**src/rtl/rail_drive_sequencer.sv**
```systemverilog
// Break-before-make sequencer for a shared rail: two PMOS pull-ups (A/B, active-low)
// and one NMOS pull-down (C), with minimum on-time and an enforced all-off dead time.
module rail_drive_sequencer #(
  parameter int DEAD_CYC = 2,
  parameter int MIN_ON   = 4
) (
  input  logic       clk,
  input  logic       rst_n,
  input  logic       en,
  input  logic [1:0] req_up,
  input  logic       req_dn,
  output logic [1:0] gnt_up,
  output logic       gnt_dn,
  output logic       a_n,
  output logic       b_n,
  output logic       c,
  output logic       busy,
  output logic [1:0] dbg_state
);

  localparam logic [1:0] ST_IDLE = 2'd0;
  localparam logic [1:0] ST_PU   = 2'd1;
  localparam logic [1:0] ST_PD   = 2'd2;
  localparam logic [1:0] ST_DEAD = 2'd3;

  localparam logic DIR_DN = 1'b0;
  localparam logic DIR_UP = 1'b1;

  localparam logic [7:0] MIN_ON_C   = 8'(MIN_ON);
  localparam logic [3:0] DEAD_CYC_C = 4'(DEAD_CYC);

  logic [1:0] state_q, state_d;
  logic [1:0] gnt_up_q, gnt_up_d;
  logic       gnt_dn_q, gnt_dn_d;
  logic [7:0] on_cnt_q, on_cnt_d;
  logic [3:0] dead_cnt_q, dead_cnt_d;
  logic       last_dir_q, last_dir_d;
  logic       a_n_q, b_n_q, c_q, busy_q;

  logic       on_sat;
  logic [7:0] on_inc;

  assign on_sat = (on_cnt_q >= MIN_ON_C);
  assign on_inc = on_sat ? on_cnt_q : on_cnt_q + 8'd1;

  always_comb begin
    state_d    = state_q;
    gnt_up_d   = gnt_up_q;
    gnt_dn_d   = gnt_dn_q;
    on_cnt_d   = on_cnt_q;
    dead_cnt_d = dead_cnt_q;
    last_dir_d = last_dir_q;
    case (state_q)
      ST_IDLE: begin
        if (en && ((|req_up) || req_dn)) begin
          // On a simultaneous request, alternate against the last direction driven.
          if ((|req_up) && (!req_dn || last_dir_q == DIR_DN)) begin
            state_d    = ST_PU;
            gnt_up_d   = req_up;
            last_dir_d = DIR_UP;
          end else begin
            state_d    = ST_PD;
            gnt_dn_d   = 1'b1;
            last_dir_d = DIR_DN;
          end
          on_cnt_d = 8'd1;
        end
      end
      ST_PU: begin
        if (!en || (on_sat && (req_up == 2'b00 || req_dn))) begin
          state_d    = ST_DEAD;
          gnt_up_d   = 2'b00;
          on_cnt_d   = 8'd0;
          dead_cnt_d = 4'd1;
        end else begin
          on_cnt_d = on_inc;
          // An empty request before MIN_ON keeps the previous grant so a PMOS stays on.
          if (req_up != 2'b00) gnt_up_d = req_up;
        end
      end
      ST_PD: begin
        if (!en || (on_sat && (!req_dn || (|req_up)))) begin
          state_d    = ST_DEAD;
          gnt_dn_d   = 1'b0;
          on_cnt_d   = 8'd0;
          dead_cnt_d = 4'd1;
        end else begin
          on_cnt_d = on_inc;
        end
      end
      default: begin
        gnt_up_d = 2'b00;
        gnt_dn_d = 1'b0;
        if (dead_cnt_q >= DEAD_CYC_C) begin
          state_d    = ST_IDLE;
          dead_cnt_d = 4'd0;
        end else begin
          dead_cnt_d = dead_cnt_q + 4'd1;
        end
      end
    endcase
  end

  always_ff @(posedge clk) begin
    if (!rst_n) begin
      state_q    <= ST_IDLE;
      gnt_up_q   <= 2'b00;
      gnt_dn_q   <= 1'b0;
      on_cnt_q   <= 8'd0;
      dead_cnt_q <= 4'd0;
      last_dir_q <= DIR_DN;
      a_n_q      <= 1'b1;
      b_n_q      <= 1'b1;
      c_q        <= 1'b0;
      busy_q     <= 1'b0;
    end else begin
      state_q    <= state_d;
      gnt_up_q   <= gnt_up_d;
      gnt_dn_q   <= gnt_dn_d;
      on_cnt_q   <= on_cnt_d;
      dead_cnt_q <= dead_cnt_d;
      last_dir_q <= last_dir_d;
      a_n_q      <= ~gnt_up_d[0];
      b_n_q      <= ~gnt_up_d[1];
      c_q        <= gnt_dn_d;
      busy_q     <= (state_d != ST_IDLE);
    end
  end

  assign gnt_up    = gnt_up_q;
  assign gnt_dn    = gnt_dn_q;
  assign a_n       = a_n_q;
  assign b_n       = b_n_q;
  assign c         = c_q;
  assign busy      = busy_q;
  assign dbg_state = state_q;

endmodule

```
**config.mk**
```make
export PLATFORM = sky130hd
export DESIGN_NAME = rail_drive_sequencer
export DESIGN_NICKNAME = d
export VERILOG_FILES = /design/src/rtl/rail_drive_sequencer.sv
export SDC_FILE = /design/constraint.sdc
export NUM_CORES = 1
export LEC_CHECK = 0
export BUFFER_PORTS_ARGS = -buffer_cell sky130_fd_sc_hd__clkbuf_2
export CORE_UTILIZATION = 39
export CTS_CLUSTER_DIAMETER = 30
export DETAILED_ROUTE_END_ITERATION = 16
export GPL_TIMING_DRIVEN = 0
export HOLD_SLACK_MARGIN = 0.03
export PLACE_DENSITY = 0.57
export SYNTH_ARGS = -nofsm -noshare
export SYNTH_HDL_FRONTEND = slang
export SYNTH_SLANG_ARGS = --single-unit
```
**constraint.sdc**
```tcl
create_clock -name clk -period 5.5 [get_ports clk]
set_clock_uncertainty 0.05 [all_clocks]
set_input_delay 1.1 -clock clk [delete_from_list [all_inputs] [get_ports clk]]
set_output_delay 1.1 -clock clk [all_outputs]
set_load 0.01 [all_outputs]
```
==> results.tsv <==
metric	value	unit
pin count of the biggest net entering global routing	13	
Largest stage delay, worst path	0.61	ns
Synth Area per Inst	8.48	um2
n_diodes	0	
Post-synth EDFFs	0	
sequential fraction of the synthesis area	0.357	
final worst slack	2.96	ns
DIE HEIGHT	57.0	um
port bufs	10	
GP Congestion	0.832	
die area	3250	um2
Rows	19	
DP HPWL	1.76	mm
Final Cycle Share	0.462	
most frequent cells in the layout	nand2_1 (21), dfxtp_1 (21), clkbuf_2 (10)	
Tmin final	2.54	ns
DRT Pass-1 Iters	10	
final wirelength	2.39	mm
worst-case clock buffer depth	2	
P&R area growth vs syn	9.87	%
Crit Path Category	in2reg	
max-slew violations	0	
Routed wire per std cell	13.0	um
CTS tree	done	
Synth Cell Area	1180	um2
Syn Inst Count	139	
critical path startpoint category	input port	
Finished Cell Area	1290	um2
Placed Area	1270	um2
largest cells by area after synthesis	dfxtp_1 (36%), ha_1 (9.6%), nand2_1 (6.7%), mux2i_1 (3.4%), o21ai_0 (3.4%)	
Critical Path RT	5.66	ns
status	finished, violations left	
Root Driver	clkbuf_4	
routed via count	1012	
GRT overflow	0	
Peak VDD IR	0.161	mV
routed vias/inst	5.50	
Max Cap Viol	0	
Filler cells	293	
Synth async-reset ratio	0	
nets	169	
DRC	4	
setup repair bufs after CTS	0	
Netlist cell types	43	
Post-DRT Antenna Nets	0	
die extent in x	57.0	um
failing checks	DRC	
vias in the first global route	929	
Yosys top cell area share	0.357	
Post-CTS Resized	0	
total track usage	0.162	
H-tree depth	1	
Setup-failing EPs final	0	
Synth Flop Type	dfxtp_1	
HP Class	reg2reg	
Skew-Pair Late Insertion Delay	0.31	ns
worst-path fanout max	9	
RSZ-0062 raised after global routing	false	
I/O Pins	15	
Initial Util	0.420	
drt initial violations	27	
FF+latch count, synth	21	
worst-path cell chain	clkbuf_1, o31ai_1, mux2_2, or3_1, a21oi_1, o31a_2	
CP max-delay cell	o31ai_1	
dominant cell type by area after synthesis	dfxtp_1	
YS warnings	0	
CTS Sinks	21	
share of layout cells above drive strength 1	0.183	
pwr dens	445	nW/um2
initial antenna violation count	0	
Tightest Pin Transition	0.687	ns
hold_buf cts	0	
first-pass GRT wire length	4.11	mm
top cell family by delay on the critical path	compound AO/OA/AOI/OAI gates	
endpoints failing hold	0	
setup TNS	0	ns
CP endpoint kind	register	
Max Freq	0.394	GHz
Setup WS pre-CTS	2.65	ns
Core Area	2810	um2
data arrival time of the worst path	2.70	ns
Slew headroom	0.537	
total CTS buffers	3	
post-synthesis net count	154	
CP Buf/Inv Count	1	
Static Leak	0.572	nW
clk slew on worst S/H paths	0.12	ns
-- per-layer routing --
layer | vias up | part of all wire | global-route usage
li1 | 517 | - | -
met1 | 470 | 0.50 | 0.215
met2 | 17 | 0.45 | 0.247
met3 | 8 | 0.025 | 0.0272
met4 | 0 | 0.028 | 0.0941
met5 | - | 0 | 0
-- Yosys cell counts, types with 3 or more instances --
library cell  count
and2_1            5
nand2_1          21
a31o_2            3
nor3b_1           3
nand2b_1          4
ha_1              9
dfxtp_1          21
clkbuf_1          5
inv_1             6
nor2_1            6
a21oi_1           3
o21ai_0           8
mux2i_1           4
and3_1            5
-- final timing paths --
path | start | to | slack (ns) | depth (start not counted)
min | on_cnt_q[4] | on_cnt_q[4] | 0.42 | 1
max reg2reg | dbg_state[1] | on_cnt_q[7] | 3.29 | 7
min reg2reg | on_cnt_q[4] | on_cnt_q[4] | 0.42 | 1
max | req_dn | on_cnt_q[0] | 2.96 | 6
-- report_power, final --
part / switching [mW] / internal, mW / total, mW
clock: 0.0475 / 0.0272 / 0.0746
combinational: 0.162 / 0.129 / 0.292
sequential: 0.0279 / 0.182 / 0.210
total: 0.238 / 0.339 / 0.576
-- worst register-to-register path: cells and delay by family (launching register included) --
family	cells	cell delay [ns]
buf+inv	1	0.13
fa+ha+maj	1	0.29
simple gates	1	0.28
compound gates	4	0.88
flops	1	0.49
-- layout make-up --
cell class,instances,area (um2),share of cell area
inverter,6,22.5,0.0174
timing repair buffer,10,50.0,0.0386
tap,31,38.8,0.0300
clock inverter,1,5.00,0.00386
sequential,21,420,0.325
multi-input combinational,104,699,0.540
clock buffer,3,22.5,0.0174
buffer,8,36.3,0.0280
-- sequential cells by signal (all words and copies together) (netlist names) --
| signal | cells |
|---|---|
| b_n | 1 |
| a_n | 1 |
| dbg_state | 2 |
| on_cnt_q | 8 |
| busy | 1 |
| last_dir_q | 1 |
| c | 1 |
| dead_cnt_q | 4 |
| gnt_up | 2 |
-- cells by family (layout without fill, tap and decap cells) --
group,Yosys count,after routing,synth area share
AOI/OAI and AO/OA,32,32,0.193
adders and majority gates,9,9,0.0955
buffers and inverters,14,28,0.0499
DFF,21,21,0.357
muxes,5,5,0.0435
and+or+nand+nor,58,58,0.261
-- through the flow --
step,cells,power [mW],util,hold slack (ns)
global placement,180,0.494,0.452,0.387
detailed placement,180,0.505,0.452,0.386
CTS,184,0.583,0.462,0.421
floorplan,139,0.433,-,0.371
finish,184,0.576,0.462,0.415
global route,184,0.627,0.462,0.435
(Power assumes the default switching activity.)
